--- src/rtl/upzero_sched.sv ---
// Round-robin scheduler sharing one upzero predictor-update engine between the
// lower- and higher-subband ADPCM encoder paths, with a watchdog abort.
module upzero_sched #(
    parameter int TIMEOUT = 64,
    parameter int CNT_W   = 7
) (
    input  logic        ap_clk,
    input  logic        ap_rst,
    input  logic        req_lo,
    input  logic [16:0] dlt_lo,
    input  logic        req_hi,
    input  logic [16:0] dlt_hi,
    output logic        ack_lo,
    output logic        ack_hi,
    output logic        err,
    output logic        busy,
    output logic        up_start,
    output logic [16:0] up_dlt,
    output logic        up_sel,
    input  logic        up_ready,
    input  logic        up_done,
    output logic        up_rst
);

    localparam logic [CNT_W-1:0] CNT_LAST = CNT_W'(TIMEOUT - 1);
    localparam logic [CNT_W-1:0] CNT_ONE  = CNT_W'(1);

    typedef enum logic [1:0] {
        ST_IDLE  = 2'd0,
        ST_RUN   = 2'd1,
        ST_DONE  = 2'd2,
        ST_ABORT = 2'd3
    } state_t;

    state_t           state_r;
    state_t           state_next_s;
    logic [CNT_W-1:0] cnt_r;
    logic             last_grant_r;
    logic             grant_s;
    logic             grant_band_s;
    logic             complete_s;

    logic             ack_lo_r;
    logic             ack_hi_r;
    logic             err_r;
    logic             busy_r;
    logic             up_start_r;
    logic [16:0]      up_dlt_r;
    logic             up_sel_r;
    logic             up_rst_r;

    // Arbitration and next-state decode
    always_comb begin
        state_next_s = state_r;
        grant_s      = 1'b0;
        grant_band_s = 1'b0;
        // ap_done alone is not trusted: the engine also raises it while idle
        complete_s   = up_ready & up_done;
        case (state_r)
            ST_IDLE: begin
                if (req_lo && req_hi) begin
                    grant_s      = 1'b1;
                    grant_band_s = ~last_grant_r;
                end else if (req_lo) begin
                    grant_s      = 1'b1;
                    grant_band_s = 1'b0;
                end else if (req_hi) begin
                    grant_s      = 1'b1;
                    grant_band_s = 1'b1;
                end else begin
                    grant_s      = 1'b0;
                    grant_band_s = 1'b0;
                end
                if (grant_s) begin
                    state_next_s = ST_RUN;
                end else begin
                    state_next_s = ST_IDLE;
                end
            end
            ST_RUN: begin
                if (complete_s) begin
                    state_next_s = ST_DONE;
                end else if (cnt_r == CNT_LAST) begin
                    state_next_s = ST_ABORT;
                end else begin
                    state_next_s = ST_RUN;
                end
            end
            ST_DONE:  state_next_s = ST_IDLE;
            ST_ABORT: state_next_s = ST_IDLE;
            default:  state_next_s = ST_IDLE;
        endcase
    end

    // State, watchdog counter and round-robin history
    always_ff @(posedge ap_clk) begin
        if (ap_rst) begin
            state_r      <= ST_IDLE;
            cnt_r        <= {CNT_W{1'b0}};
            last_grant_r <= 1'b1;
        end else begin
            state_r <= state_next_s;
            if (grant_s) begin
                cnt_r <= {CNT_W{1'b0}};
            end else if (state_r == ST_RUN) begin
                cnt_r <= cnt_r + CNT_ONE;
            end else begin
                cnt_r <= cnt_r;
            end
            if ((state_r == ST_DONE) || (state_r == ST_ABORT)) begin
                last_grant_r <= up_sel_r;
            end else begin
                last_grant_r <= last_grant_r;
            end
        end
    end

    // Outputs are decoded from the next state so they line up with the state they describe
    always_ff @(posedge ap_clk) begin
        if (ap_rst) begin
            up_start_r <= 1'b0;
            up_rst_r   <= 1'b0;
            ack_lo_r   <= 1'b0;
            ack_hi_r   <= 1'b0;
            err_r      <= 1'b0;
            busy_r     <= 1'b0;
            up_sel_r   <= 1'b0;
            up_dlt_r   <= 17'h00000;
        end else begin
            up_start_r <= (state_next_s == ST_RUN);
            busy_r     <= (state_next_s != ST_IDLE);
            ack_lo_r   <= ((state_next_s == ST_DONE) || (state_next_s == ST_ABORT)) && !up_sel_r;
            ack_hi_r   <= ((state_next_s == ST_DONE) || (state_next_s == ST_ABORT)) && up_sel_r;
            err_r      <= (state_next_s == ST_ABORT);
            up_rst_r   <= (state_next_s == ST_ABORT);
            if (grant_s) begin
                up_sel_r <= grant_band_s;
                up_dlt_r <= grant_band_s ? dlt_hi : dlt_lo;
            end else begin
                up_sel_r <= up_sel_r;
                up_dlt_r <= up_dlt_r;
            end
        end
    end

    assign ack_lo   = ack_lo_r;
    assign ack_hi   = ack_hi_r;
    assign err      = err_r;
    assign busy     = busy_r;
    assign up_start = up_start_r;
    assign up_dlt   = up_dlt_r;
    assign up_sel   = up_sel_r;
    assign up_rst   = up_rst_r;

endmodule

--- config.mk ---
export PLATFORM = sky130hd
export DESIGN_NAME = upzero_sched
export DESIGN_NICKNAME = d
export VERILOG_FILES = /design/src/rtl/upzero_sched.sv
export SDC_FILE = /design/constraint.sdc
export NUM_CORES = 1
export LEC_CHECK = 0
export CORE_ASPECT_RATIO = 1.1
export CORE_MARGIN = 2
export CORE_UTILIZATION = 38
export CTS_BUF_LIST = sky130_fd_sc_hd__clkbuf_8
export DETAILED_ROUTE_END_ITERATION = 12
export GPL_ROUTABILITY_DRIVEN = 0
export PLACE_DENSITY = 0.84
export SYNTH_ARGS = -nofsm -noshare
export SYNTH_HDL_FRONTEND = slang
export SYNTH_SLANG_ARGS = --single-unit
--- constraint.sdc ---
create_clock -name ap_clk -period 1.2 [get_ports ap_clk]
set_input_delay 0.18 -clock ap_clk [delete_from_list [all_inputs] [get_ports ap_clk]]
set_output_delay 0.18 -clock ap_clk [all_outputs]
set_load 0.05 [all_outputs]
==> results of run 1 <==
## worst min-delay path: stages
cell	delay (ns)
dlygate4sd2_1	0.27
nor3_1	0.09
nor3_1	0.16
## cells by family (layout without fill, tap and decap cells)
| logic type | count (synthesis) | count (layout) | share of synthesized area (%) |
|---|---|---|---|
| flops | 33 | 33 | 46.19 |
| simple gates | 26 | 26 | 10.76 |
| xor+xnor | 2 | 2 | 1.225 |
| buf+inv | 11 | 97 | 5.599 |
| mux | 18 | 18 | 12.60 |
| fa+ha+maj | 1 | 1 | 0.8748 |
| compound gates | 32 | 32 | 22.75 |
## layout by cell type (no fill, tap or decap), drive strengths merged, types with 4 or more instances in the layout
cell           synthesis  final
a21oi                  4      4
buf                    8     48
clkbuf                 1      7
clkdlybuf4s50          0     37
dfxtp                 33     33
mux2i                 18     18
nor2                   5      5
nor3                   4      4
o2bb2ai               17     17
or3                    4      4
## cells in the mapped netlist (all sizes together)
cell     count  area, um^2
dfxtp       33       660.6
mux2i       18       180.2
o2bb2ai     17       224.0
buf          8       68.81
nor2         5       18.77
a21oi        4       20.02
nor3         4       20.02
or3          4       25.02
nand3        3       15.01
o21ai        3       15.01
inv          2       7.510
nand4b       2       17.52
o21bai       2       15.01
xor2         2       17.52
a211o        1       8.760
a21boi       1       7.510
a22o         1       8.760
and3         1       6.260
clkbuf       1       3.750
ha           1       12.51
nand2        1       3.750
nand2b       1       8.760
nand3b       1       7.510
nor2b        1       6.260
nor3b        1       7.510
o21ba        1       10.01
o31a         1       8.760
o31ai        1       7.510
or4          1       7.510
or4b         1       10.01
## stage by stage
step                      util, %  hold slack, ns  power [uW]  setup TNS, ns
after detailed placement    68.05          0.4843        2167         -9.955
final                       78.54          0.4692        3257         -2.519
after global routing        78.54          0.5201        3342         -3.895
after global placement      68.05          0.4610        2138         -9.204
after floorplan                 -          0.3554        1665        -0.7707
after CTS                   75.53          0.4721        3163         -2.033
## cell type report
type                    count  share of cell area [%]
well taps                  50                   2.197
multi-input cells          79                   31.46
clock buffers               7                   3.383
flip-flops and latches     33                   23.42
inverters                   2                  0.2636
repair buffers             87                   39.10
clock inverters             1                  0.1757
## report_power, final
group | internal (uW) | switching, uW | total (uW) | leakage (uW)
combinational | 561 | 482 | 1040 | 0.000750
sequential | 1170 | 98.6 | 1260 | 0.000272
clock | 519 | 431 | 950 | 0.0000542
total | 2250 | 1010 | 3260 | 0.00108
## sequential cells by signal, indices dropped and copies added (netlist names)
name / flops
up_sel: 1
last_grant_r: 1
ack_lo: 1
up_dlt: 17
busy: 1
cnt_r: 7
up_rst: 1
ack_hi: 1
state_r: 2
up_start: 1
## per-layer routing
layer	up-vias	track usage (%)	wire, um
li1	624	-	-
met1	634	19.92	1825
met2	55	46.24	2862
met3	16	6.743	299
met4	0	11.94	146
met5	-	0	0
## repair_timing
item / CTS / global route
gates resized for setup: 27 / 18
endpoints found under the setup margin: 27 / 31
gates cloned: 1 / 0
pin swaps: 23 / 4
hold endpoints to repair: 0 / 0
buffers inserted: 4 / 0
## how the worst max path moves through the flow
stage               startpoint  slack [ns]  cells past startpoint    endpoint
detailed placement      req_hi       -0.48                      5   up_dlt[2]
CTS                   cnt_r[1]       -0.12                      5  state_r[1]
global route        state_r[1]       -0.24                      4  state_r[1]
floorplan           state_r[0]       -0.08                      5   up_dlt[2]
finish              state_r[0]       -0.15                      5  state_r[1]
global placement        req_lo       -0.41                      5   up_dlt[3]
==> results.sh, run 1 <==
export IMPL_status="finished, violations left"
export IMPL_violations="setup timing"
export IMPL_wire_per_inst_um=19.82
export IMPL_ff_latch_area_um2=666.9
export IMPL_fin_crit_ns=1.350
export IMPL_fin_ws_ns=-0.1498
export IMPL_core_mm2=0.003626
export IMPL_worstMarginPinSlew_ns=0.2993
export IMPL_worstSetupPathType="reg -> reg"
export IMPL_power_density_mw_per_mm2=1144
export IMPL_ctsHoldBuffers=0
export IMPL_fin_nets=249
export IMPL_reg2reg_depth=5
export IMPL_crit_path_start_kind="flip-flop"
export IMPL_design_area_mm2=0.002848
export IMPL_whs_path_depth=3
export IMPL_dp_cells=246
export IMPL_worstPathBufferInverterCount=2
export IMPL_multiInputGateArea_um2=895.9
export IMPL_syn_nets=164
export IMPL_syn_area_per_cell_um2=11.63
export IMPL_reg2reg_setup_slack_ns=-0.15
export IMPL_hold_class="in -> reg"
export IMPL_die_h_um=68.34
export IMPL_die_x_um=62.49
export IMPL_synth_sequential_area_ratio_pct=46.19
export IMPL_drt_wl_total_um=5133
export IMPL_critical_path_required_ns=1.43
export IMPL_die_area_mm2=0.004271
export IMPL_cts_root_buf="clkbuf_8"
export IMPL_syn_instance_count=123
export IMPL_cp_slowest_stage_delay_ns=0.38
export IMPL_drt_drc_violations_left=0
export IMPL_detail_route_antenna_nets=0
export IMPL_dr_first_iter_drc_count=23
export IMPL_critPathArrivalTime_ns=1.58
export IMPL_cts_inserted_buffers=5
export IMPL_grt_max_degree=12
export IMPL_rr_endpoint="state_r[1]"
export IMPL_grtUsageTotal_pct=22.47
export IMPL_gr_total_overflow=0
export IMPL_syn_to_final_growth_pct=99.12
export IMPL_antenna_found_initial=0
export IMPL_start_util_pct=39.44
export IMPL_fill_cells=208
export IMPL_dp_slack_ns=-0.4779
export IMPL_grt_pass1_vias=1446
export IMPL_synth_warnings=0
export IMPL_rsz0062_at_grt="yes"
export IMPL_setup_viol=31
export IMPL_h_tree_depth=2
export IMPL_insertion_delay_ns=0.29
export IMPL_hold_viol=0
export IMPL_cts_reportedPaths_clkPinSlew_ns=0.07
export IMPL_layout_cells_non_filler=259
export IMPL_period_share_pct=112.5
export IMPL_syn_area_mm2=0.001430
export IMPL_vdd_drop_max_mv=0.8165
export IMPL_fp_row_count=23
export IMPL_grt_pass1_wl_um=7196
export IMPL_port_buffers=63
export IMPL_num_vias=1329
export IMPL_io_pins=64
export IMPL_crit_family="flip-flops"
export IMPL_n_antenna_cell=0
export IMPL_cts_max_path_buffers=2
export IMPL_dp_hpwl_um=3228
export IMPL_slew_headroom_pct=79.47
export IMPL_ys_seq_elements=33
export IMPL_worstPathCellList="buf_6, nand4b_1, o31a_1, buf_4, nor2_1"
export IMPL_cts_tree="built"
export IMPL_drt_pass1_iterations=4
export IMPL_cp_slowest_cell="dfxtp_4"
export IMPL_ys_types=35
export IMPL_path_max_fanout=5
export IMPL_whs_endpoint="busy"
export IMPL_end_kind="flip-flop"
export IMPL_timing_rr_start="state_r[0]"
export IMPL_drv_slew=0
export IMPL_drive_above_1_share_pct=43.06
export IMPL_leakage_uw=0.001076
export IMPL_cts_sinks=33
export IMPL_drv_cap=0
export IMPL_min_from="req_hi"
export IMPL_dpl_cell_area_mm2=0.002467
export IMPL_fmax_ghz=0.7408
export IMPL_fin_worst_skew_ns=0.006044
export IMPL_viasPerCell=5.131
(Power assumes the default switching activity.)
==> run 2, diff against run 1 <==
- SETUP_SLACK_MARGIN: not set -> 0.4
==> run 2 against run 1 <==
- design area grew 7.0%
- clock-buffer cell count shrank 2
- first-iteration DRC count grew 8.7%
- non-clock buffer count grew 16
- clock power shrank 11%
- global-route usage shrank 0.45 points
- clock skew grew 0.0023 ns
- utilization grew 5.5 points
- die area is the same
- the flow still finishes with violations (setup timing)
- highest routed layer unchanged
- worst setup slack lost 0.052 ns
==> results.sh, run 2 (synthesis results as in run 1) <==
export IMPL_status="finished, violations left"
export IMPL_violations="setup timing"
export IMPL_gr_total_overflow=0
export IMPL_drt_pass1_iterations=4
export IMPL_min_from="up_dlt[13]"
export IMPL_syn_to_final_growth_pct=113.1
export IMPL_fin_nets=265
export IMPL_drt_drc_violations_left=0
export IMPL_worstMarginPinSlew_ns=0.3381
export IMPL_hold_viol=0
export IMPL_antenna_found_initial=0
export IMPL_critPathArrivalTime_ns=1.63
export IMPL_largest_register_ffs=17
export IMPL_h_tree_depth=2
export IMPL_viasPerCell=5.229
export IMPL_power_density_mw_per_mm2=1063
export IMPL_period_share_pct=116.8
export IMPL_cts_reportedPaths_clkPinSlew_ns=0.08
export IMPL_n_antenna_cell=0
export IMPL_dr_first_iter_drc_count=25
export IMPL_drv_slew=0
export IMPL_path_max_fanout=5
export IMPL_port_buffers=63
export IMPL_die_area_mm2=0.004271
export IMPL_start_util_pct=39.44
export IMPL_whs_path_depth=1
export IMPL_fin_crit_ns=1.402
export IMPL_fin_ws_ns=-0.2018
export IMPL_drv_cap=0
export IMPL_worstPathBufferInverterCount=1
export IMPL_critical_path_required_ns=1.43
export IMPL_slew_headroom_pct=76.81
export IMPL_final_common_cell="clkdlybuf4s50_1"
export IMPL_detail_route_antenna_nets=0
export IMPL_die_x_um=62.49
export IMPL_mostFrequentLayoutCells="37 x clkdlybuf4s50_1, 30 x buf_4, 28 x buf_12"
export IMPL_design_area_mm2=0.003048
export IMPL_drive_above_1_share_pct=60.44
export IMPL_cts_inserted_buffers=5
export IMPL_fin_worst_skew_ns=0.008385
export IMPL_fmax_ghz=0.7134
export IMPL_io_pins=64
export IMPL_num_vias=1438
export IMPL_grt_pass1_wl_um=7093
export IMPL_dp_hpwl_um=2988
export IMPL_seqPwrFrac_pct=38.7
export IMPL_grtUsageTotal_pct=22.02
export IMPL_leakage_uw=0.001176
export IMPL_worstPathCellList="ha_4, nand4b_1, o31a_1, buf_4, nor2_2"
export IMPL_cp_slowest_cell="o31a_1"
export IMPL_whs_ns=0.4913
export IMPL_cts_tree="built"
export IMPL_power_frac_comb_pct=35.3
export IMPL_end_kind="flip-flop"
export IMPL_vdd_drop_max_mv=0.8376
export IMPL_clock_power_share_pct=26.0
export IMPL_timing_rr_start="cnt_r[1]"
export IMPL_cts_root_buf="clkbuf_8"
export IMPL_worstSetupPathType="reg -> reg"
export IMPL_drt_wl_total_um=5507
export IMPL_dpl_cell_area_mm2=0.002492
export IMPL_crit_path_start_kind="flip-flop"
export IMPL_hold_class="reg -> reg"
export IMPL_whs_endpoint="up_dlt[13]"
export IMPL_cts_sinks=33
export IMPL_die_h_um=68.34
export IMPL_grt_pass1_vias=1403
export IMPL_rsz0062_at_grt="yes"
export IMPL_swShare_pct=32.16
export IMPL_p_int_uw=2198
export IMPL_power_switching_uw=1042
export IMPL_power_uw=3240
export IMPL_insertion_delay_ns=0.29
export IMPL_cts_max_path_buffers=2
export IMPL_wire_per_inst_um=20.03
export IMPL_fp_row_count=23
export IMPL_grt_max_degree=18
export IMPL_reg2reg_depth=5
export IMPL_core_mm2=0.003626
export IMPL_crit_family="compound AO/OA/AOI/OAI gates"
export IMPL_setup_viol=30
export IMPL_rr_endpoint="state_r[1]"
export IMPL_cp_slowest_stage_delay_ns=0.39
export IMPL_reg2reg_setup_slack_ns=-0.20
## run 2: cell type report
cell class | instances | area, um^2
Timing Repair Buffer | 103 | 1269
Multi-Input combinational cell | 79 | 903.4
Sequential cell | 33 | 719.4
Fill cell | 175 | 578.1
Clock buffer | 5 | 68.82
Tap cell | 50 | 62.56
Clock inverter | 3 | 17.52
Inverter | 2 | 7.507
## run 2: metrics by stage
step	TNS (ns)	setup slack (ns)	utilization, %	cells
global route	-5.019	-0.2718	84.06	275
global placement	-8.790	-0.3981	68.74	244
detailed placement	-9.896	-0.4482	68.74	244
finish	-3.708	-0.2018	84.06	275
floorplan	-0.7707	-0.07835	-	123
CTS	-1.550	-0.08724	76.19	266
## run 2: how the worst max path moves through the flow
stage,start,end,slack [ns],cells after the start
floorplan,state_r[0],up_dlt[2],-0.08,5
global placement,req_hi,up_dlt[2],-0.40,5
detailed placement,req_hi,up_dlt[2],-0.45,5
CTS,state_r[0],up_dlt[1],-0.09,4
global route,cnt_r[1],ack_lo,-0.27,4
finish,cnt_r[1],state_r[1],-0.20,5
## run 2: repair_timing
| item | CTS | global route |
|---|---|---|
| setup endpoints to repair | 57 | 57 |
| gates resized for setup | 38 | 29 |
| setup buffers | 14 | 7 |
| cloned | 0 | 2 |
| pin swaps | 8 | 13 |
| hold buffers | 0 | 0 |
## run 2: per-layer routing
metal | up-vias | global-route usage (%) | wire length (um)
li1 | 660 | - | -
met1 | 713 | 22.19 | 2075
met2 | 55 | 43.68 | 3053
met3 | 10 | 7.730 | 296
met4 | 0 | 5.833 | 82
met5 | - | 0 | 0
## run 2: power by group through the flow
stage / Combinational (uW) / Sequential, uW / Clock [uW]
after floorplan: 221 / 1450 / 0
after global placement: 880 / 1270 / 0
after detailed placement: 901 / 1280 / 0
after CTS: 982 / 1250 / 824
after global routing: 1190 / 1260 / 910
final: 1140 / 1250 / 842
